### config.mk
export PLATFORM = sky130hd
export DESIGN_NAME = elastic_pipe_stage
export DESIGN_NICKNAME = d
export VERILOG_FILES = /design/src/rtl/elastic_pipe_stage.sv
export SDC_FILE = /design/constraint.sdc
export NUM_CORES = 1
export LEC_CHECK = 0
export ABC_AREA = 1
export CORE_UTILIZATION = 35
export DETAILED_ROUTE_END_ITERATION = 12
export DONT_BUFFER_PORTS = 1
export PLACE_DENSITY = 0.55
export RECOVER_POWER = 50
export SKIP_CTS_REPAIR_TIMING = 1
export SLEW_MARGIN = 20
export SYNTH_ARGS = -nofsm -noshare
export SYNTH_HDL_FRONTEND = slang
export SYNTH_SLANG_ARGS = --single-unit
### constraint.sdc
create_clock -name clk_i -period 7.38 [get_ports clk_i]
set_clock_uncertainty 0.05 [all_clocks]
set_input_delay 1.845 -clock clk_i [delete_from_list [all_inputs] [get_ports clk_i]]
set_output_delay 1.845 -clock clk_i [all_outputs]
set_load 0.02 [all_outputs]
### src/rtl/elastic_pipe_stage.sv
// elastic_pipe_stage: in-order valid/ready pipeline register of Depth entries with synchronous squash.
// Optional macro ELASTIC_PIPE_STATS_EN adds saturating stall and flush counters.
module elastic_pipe_stage #(
   parameter int DataWidth        = 64,
   parameter int Depth            = 2,
   parameter int ClearDataOnReset = 0,
   localparam int CntW            = $clog2(Depth + 1),
   localparam int PtrW            = (Depth > 1) ? $clog2(Depth) : 1
) (
   input  logic                 clk_i,
   input  logic                 reset_i,
   input  logic                 flush_i,
   input  logic [DataWidth-1:0] data_i,
   input  logic                 valid_i,
   output logic                 ready_o,
   output logic [DataWidth-1:0] data_o,
   output logic                 valid_o,
   input  logic                 ready_i,
   output logic [CntW-1:0]      count_o
`ifdef ELASTIC_PIPE_STATS_EN
   ,
   output logic [31:0]          stall_cnt_o,
   output logic [15:0]          flush_cnt_o
`endif
);

   if (Depth < 1 || DataWidth < 1) begin : g_bad_param
      $error("elastic_pipe_stage: Depth and DataWidth must both be >= 1");
   end

   logic [DataWidth-1:0] mem_r [Depth];
   logic [PtrW-1:0]      wr_ptr_r;
   logic [PtrW-1:0]      rd_ptr_r;
   logic [CntW-1:0]      count_r;
   logic                 not_full_s;
   logic                 ready_s;
   logic                 valid_s;
   logic                 push_s;
   logic                 pop_s;

   // Pointers wrap explicitly so non-power-of-2 depths are legal.
   function automatic logic [PtrW-1:0] ptr_inc(input logic [PtrW-1:0] ptr);
      logic [PtrW-1:0] nxt;
      if (ptr == PtrW'(Depth - 1)) begin
         nxt = {PtrW{1'b0}};
      end else begin
         nxt = ptr + PtrW'(1);
      end
      return nxt;
   endfunction

   // Handshake decode; a same-cycle pop frees a full slot, and flush hides the head from downstream.
   always_comb begin
      not_full_s = (count_r < CntW'(Depth));
      ready_s    = not_full_s | ready_i;
      valid_s    = (count_r != {CntW{1'b0}}) & ~flush_i;
      push_s     = valid_i & ready_s & ~flush_i;
      pop_s      = valid_s & ready_i;
   end

   // Occupancy and pointer state.
   always_ff @(posedge clk_i) begin
      if (reset_i) begin
         count_r  <= {CntW{1'b0}};
         wr_ptr_r <= {PtrW{1'b0}};
         rd_ptr_r <= {PtrW{1'b0}};
      end else if (flush_i) begin
         count_r  <= {CntW{1'b0}};
         wr_ptr_r <= {PtrW{1'b0}};
         rd_ptr_r <= {PtrW{1'b0}};
      end else begin
         if (push_s) begin
            wr_ptr_r <= ptr_inc(wr_ptr_r);
         end
         if (pop_s) begin
            rd_ptr_r <= ptr_inc(rd_ptr_r);
         end
         case ({push_s, pop_s})
            2'b10:   count_r <= count_r + CntW'(1);
            2'b01:   count_r <= count_r - CntW'(1);
            default: count_r <= count_r;
         endcase
      end
   end

   // Payload storage; only zeroed on reset when the instance asks for it.
   always_ff @(posedge clk_i) begin
      if (reset_i) begin
         if (ClearDataOnReset != 0) begin
            for (int i = 0; i < Depth; i++) begin
               mem_r[i] <= {DataWidth{1'b0}};
            end
         end
      end else if (push_s) begin
         mem_r[wr_ptr_r] <= data_i;
      end
   end

   assign ready_o = ready_s;
   assign valid_o = valid_s;
   assign data_o  = mem_r[rd_ptr_r];
   assign count_o = count_r;

`ifdef ELASTIC_PIPE_STATS_EN
   logic [31:0] stall_cnt_r;
   logic [15:0] flush_cnt_r;

   // Saturating statistics, cleared only by reset.
   always_ff @(posedge clk_i) begin
      if (reset_i) begin
         stall_cnt_r <= 32'd0;
         flush_cnt_r <= 16'd0;
      end else begin
         if (valid_s && !ready_i && (stall_cnt_r != 32'hFFFF_FFFF)) begin
            stall_cnt_r <= stall_cnt_r + 32'd1;
         end
         if (flush_i && (count_r != {CntW{1'b0}}) && (flush_cnt_r != 16'hFFFF)) begin
            flush_cnt_r <= flush_cnt_r + 16'd1;
         end
      end
   end

   assign stall_cnt_o = stall_cnt_r;
   assign flush_cnt_o = flush_cnt_r;
`endif

endmodule

==> impl_metrics.csv, run 1 <==
group,metric,value,unit
worst_setup_path,crit_path_max_fanout,42,
place,placed_area,0.00533,mm²
hold_path,worstHoldPathType,"reg2reg",
worst_setup_path,critPathArrivalTime,2290,ps
pwr,p_per_area,276,mW/mm²
place,io_buffers,0,
clock_network,cts.sinks,133,
logic_synthesis,synth_fp_nets,311,
sta,slew_viol_final,29,
clock_network,insertion_delay,410,ps
logic_synthesis,netlist_area,0.00519,mm²
worst_setup_path,r2r_start,"count_o[1]",
sta,fin_crit,4180,ps
place,hpwl,5470,µm
route,firstDrtPassIters,4,
outcome,status,"complete, but fails checks",
worst_setup_path,r2r_end,"mem_r[0][23]",
worst_setup_path,r2r_cells,4,
pwr,peakVddDrop,0.121,mV
sta,finalSetupTns,0,ps
route,drtIter0Drc,88,
outcome,violations,"max-capacitance violations, max-slew violations",
worst_setup_path,path_cells,"buf_4, mux2_2",
route,post_drt_via_cell_ratio,4.61,
global_routing,grt_max_degree,43,
final_layout,antennaDiodeCount,0,
floorplanning,die_w,124,µm
clock_network,root_buffer,"clkbuf_16",
logic_synthesis,yosys_warnings,0,
route,ant_nets,0,
job,cap_violations,1,
global_routing,antenna_found_initial,0,
place,gp_congestion,0.739,
route,vias,2099,
logic_synthesis,syn_avg_cell_area,21.5,µm²
sta,hold_violations,0,
clock_network,cts_buffer_depth,2,
floorplanning,core_area,0.0145,mm²
global_routing,grt_pass1_wl,12300,µm
floorplanning,ioPinCount,137,
worst_setup_path,slowest_stage,"buf_4",
logic_synthesis,netlist-cell-type-count,16,
clock_network,clk_pin_slew,60,ps
final_layout,layout.nets,328,
worst_setup_path,crit_path_start_kind,"register",
clock_network,cts_tree,"done",
route,wl_per_cell,18.8,µm
final_layout,syn2layout_area_growth,12.8,%
global_routing,grt_pass1_vias,2149,
route,drc,0,
sta,slew_headroom,-20.8,%
sta,min_period_over_period,56.7,%
worst_setup_path,end_kind,"primary output",
sta,rsz0062_at_grt,"no",
sta,fmax,239,MHz
hold_path,min_to,"wr_ptr_r",
logic_synthesis,ys_seq_area_share,76.0,%
floorplanning,die-area,0.0153,mm²
logic_synthesis,ys_ff_latch,133,
floorplanning,start_util,35.8,%
logic_synthesis,netlist_instances,241,
sta,setup_viol,0,
hold_path,min_from,"wr_ptr_r",
sta,tightest_slew,1810,ps
pwr,cellLeakagePower,1.99,nW
clock_network,htreeDepth,4,
sta,fin_hold_ws,459,ps
floorplanning,rows,44,
route,routed_wl,8560,µm
clock_network,cts_made_buffers,17,
worst_setup_path,r2r_slack,4420,ps
floorplanning,fp.dieH,124,µm
worst_setup_path,cpPeakStageDelay,680,ps
global_routing,overflow,0,
worst_setup_path,cp_data_required_time,5490,ps
final_layout,drive_gt1_share,36.2,%
worst_setup_path,crit_type,"reg2out",
hold_path,min_path_cells,2,
final_layout,final_cell_area,0.00585,mm²
global_routing,grt_use_total,11.6,%
## layout make-up
| type | instances | area, µm² |
|---|---|---|
| inverter | 9 | 33.8 |
| clock buffer | 17 | 425 |
| fill | 1335 | 8630 |
| sequential | 133 | 3950 |
| multi-input combinational | 92 | 1070 |
| timing repair buffer | 5 | 46.3 |
| tap | 184 | 230 |
| clock inverter | 15 | 92.6 |
## critical path: cells and delay by family (launching register included)
kind	cells	cell delay (ps)
buffers and inverters	1	680
muxes	1	480
DFF	1	630
## flip-flops by register name, indices dropped and copies added (netlist names), named ones only
| signal | count |
|---|---|
| count_o | 2 |
| rd_ptr_r | 1 |
| wr_ptr_r | 1 |
| mem_r | 128 |
## where the power goes
part / total, mW / internal (mW) / switching, mW
Clock: 0.718 / 0.421 / 0.297
Combinational: 0.0469 / 0.0165 / 0.0303
Sequential: 0.848 / 0.844 / 0.00419
## logic make-up after synthesis
logic type,Yosys count,synth area share [%]
compound gates,4,0.507
fa+ha+maj,1,0.241
buf+inv,16,3.18
flops,133,76.0
mux,64,18.2
simple gates,23,1.79
## how the worst max path moves through the flow
stage / to / from / cells after the start
finish: data_o[45] / register / 2
global route: data_o[45] / register / 2
CTS: data_o[45] / register / 2
detailed placement: valid_o / flush_i / 1
global placement: valid_o / flush_i / 1
floorplan: mem_r[0][0] / ready_i / 4
## metal layers
| layer | vias to the layer above | GRT usage (%) | part of all wire, % |
|---|---|---|---|
| li1 | 957 | - | - |
| met5 | - | 0 | 0 |
| met4 | 0 | 5.42 | 1.3 |
| met1 | 1028 | 12.4 | 39 |
| met3 | 8 | 8.42 | 14 |
| met2 | 106 | 17.0 | 45 |
## Yosys cell counts (all sizes together)
cell	n	area [µm²]
o21ai	1	5.00
nand4	1	6.26
buf	7	131
inv	9	33.8
nor3	1	5.00
a21boi	1	11.3
nand3	2	10.0
dfxtp	5	100
mux2	64	946
nand2	11	41.3
ha	1	12.5
nor2	8	30.0
a21oi	2	10.0
edfxtp	128	3840
## metrics by stage
stage               instances  power, mW  worst slack (ps)  utilization [%]
floorplan                 241      0.906               301                -
global placement          422      0.911              3290             36.8
detailed placement        422      0.912              3280             36.8
CTS                       454       1.64              3130             40.4
global route              455       1.67              3040             40.4
finish                    455       1.61              3200             40.4
## placed cells by master, fill, tap and decap left out
master | netlist | final
edfxtp_1 | 128 | 128
mux2_4 | 60 | 60
clkbuf_16 | 0 | 17
nand2_1 | 11 | 11
inv_1 | 9 | 9
nor2_1 | 8 | 8
clkinvlp_4 | 0 | 7
mux2_2 | 4 | 4
clkinv_2 | 0 | 4
dfxtp_1 | 5 | 4
clkinv_1 | 0 | 3
buf_4 | 0 | 3
nand3_1 | 2 | 2
a21oi_1 | 2 | 2
a21boi_0 | 0 | 1
nor3_1 | 1 | 1
o21ai_0 | 1 | 1
nand4_1 | 1 | 1
ha_1 | 1 | 1
dfxtp_4 | 0 | 1
clkinv_4 | 0 | 1
buf_12 | 6 | 1
clkbuf_1 | 0 | 1
No activity file was read; power rests on OpenSTA's default activity.
==> run 2, diff against run 1 <==
Clock period 7.38 ns to 3.66 ns, I/O delays scaled along.
==> impl_metrics.csv, run 2 (same netlist as run 1, synthesis figures left out) <==
group,metric,value,unit
outcome,status,"complete, but fails checks",
outcome,violations,"max-capacitance violations, max-slew violations",
pwr,p_per_area,604,mW/mm²
clock_network,cts_made_buffers,17,
global_routing,grt_use_total,11.4,%
place,io_buffers,0,
sta,finalSetupTns,0,ps
clock_network,insertion_delay,410,ps
final_layout,largest_register_ffs,128,
route,vias,2097,
sta,tightest_slew,1540,ps
worst_setup_path,cpLargestDelayFamily,"flip-flops",
final_layout,n_fill_cell,1312,
clock_network,cts.sinks,133,
hold_path,min_from,"wr_ptr_r",
place,gp_congestion,0.688,
worst_setup_path,critPathArrivalTime,1940,ps
hold_path,min_path_cells,2,
route,drtIter0Drc,91,
place,placed_area,0.00537,mm²
clock_network,root_buffer,"clkbuf_16",
pwr,cellLeakagePower,2.08,nW
worst_setup_path,slowest_stage,"dfxtp_4",
sta,setup_ws,760,ps
job,cap_violations,1,
final_layout,layout.nets,330,
final_layout,syn2layout_area_growth,15.8,%
worst_setup_path,r2r_cells,4,
final_layout,final_cell_mix,"128 x edfxtp_1, 60 x mux2_4, 17 x clkbuf_16",
clock_network,clk_pin_slew,50,ps
final_layout,final_cell_area,0.00600,mm²
clock_network,cts_tree,"done",
clock_network,htreeDepth,4,
sta,rsz0062_at_grt,"no",
worst_setup_path,r2r_start,"count_o[1]",
place,placedCellCount,425,
global_routing,grt_pass1_vias,2231,
sta,setup_viol,0,
sta,min_period_over_period,79.2,%
route,drc,0,
route,ant_nets,0,
sta,slew_headroom,-2.81,%
place,hpwl,5350,µm
worst_setup_path,r2r_slack,840,ps
route,firstDrtPassIters,4,
global_routing,overflow,0,
floorplanning,die-area,0.0153,mm²
worst_setup_path,path_cells,"buf_4, mux2_4",
worst_setup_path,end_kind,"primary output",
place,dp_slack,1150,ps
route,wl_per_cell,18.3,µm
sta,hold_violations,0,
final_layout,drive_gt1_share,37.4,%
clock_network,cts_buffer_depth,2,
route,post_drt_via_cell_ratio,4.59,
worst_setup_path,cp_data_required_time,2690,ps
worst_setup_path,crit_path_max_fanout,36,
floorplanning,rows,44,
floorplanning,core_area,0.0145,mm²
worst_setup_path,crit_type,"reg2out",
sta,fmax,345,MHz
worst_setup_path,cpPeakStageDelay,830,ps
final_layout,antennaDiodeCount,0,
worst_setup_path,r2r_end,"mem_r[0][30]",
global_routing,antenna_found_initial,0,
floorplanning,die_w,124,µm
hold_path,worstHoldPathType,"reg2reg",
route,routed_wl,8350,µm
final_layout,layout_commonest_cell,"edfxtp_1",
floorplanning,ioPinCount,137,
global_routing,grt_pass1_wl,12000,µm
worst_setup_path,crit_path_start_kind,"register",
pwr,peakVddDrop,0.267,mV
hold_path,min_to,"wr_ptr_r",
pwr,power,3.63,mW
floorplanning,fp.dieH,124,µm
final_layout,instances_no_fill,457,
global_routing,grt_max_degree,40,
sta,slew_viol_final,26,
sta,fin_crit,2900,ps
floorplanning,start_util,35.8,%
worst_setup_path,worstPathBufferInverterCount,1,
final_layout,largest_register,"mem_r",
## run 2: cell count changes in the layout (fill, tap and decap cells not counted), sizes merged
cell      delta
clkinv       -5
clkbuf       +8
bufinv       +4
buf          +1
clkinvlp     -6
## run 2: final cells by class
type | count | area (µm²) | share of cell area, %
tap | 184 | 230 | 3.83
clock inverter | 8 | 143 | 2.38
clock buffer | 24 | 512 | 8.52
multi-input combinational | 92 | 1080 | 18.0
timing repair buffer | 7 | 57.6 | 0.959
sequential | 133 | 3950 | 65.7
inverter | 9 | 33.8 | 0.563
## run 2: worst max path at each step
| stage | slack, ps | from | end | cells past startpoint |
|---|---|---|---|---|
| 2_1_floorplan | 310 | flush_i | mem_r[1][0] | 3 |
| 3_3_place_gp | 1150 | register | data_o[9] | 2 |
| 3_5_place_dp | 1150 | register | data_o[41] | 2 |
| 4_1_cts | 690 | register | data_o[41] | 2 |
| 5_1_grt | 600 | ready_i | mem_r[0][30] | 5 |
| 6_report | 760 | register | data_o[41] | 2 |
## run 2: worst reg2reg max path, delay by kind of cell, from the launching register on
kind                   cells  cell delay, ps
flip-flops                 1             400
AO/OA/AOI/OAI              1             420
buffers and inverters      1            1150
AND/OR/NAND/NOR            2             380
## run 2: metal layers
layer  share of wire [%]  GRT usage, %  wire length, µm
met1                  36          11.4             3000
met2                  48          17.7             3990
met3                  14          7.92             1200
met4                 1.8          5.87              153
met5                   0             0                0
## run 2: power breakdown
group | internal, mW | switching [mW] | leakage, nW | total, mW
Sequential | 1.70 | 0.00908 | 1.20 | 1.71
Clock | 1.25 | 0.575 | 0.322 | 1.82
Combinational | 0.0333 | 0.0597 | 0.553 | 0.0930
## run 2: metrics by stage
| stage | util (%) | hold slack, ps |
|---|---|---|
| 2_1_floorplan | - | 460 |
| 3_3_place_gp | 37.1 | 473 |
| 5_1_grt | 41.5 | 467 |
| 3_5_place_dp | 37.1 | 475 |
| 4_1_cts | 41.6 | 482 |
| 6_report | 41.5 | 454 |
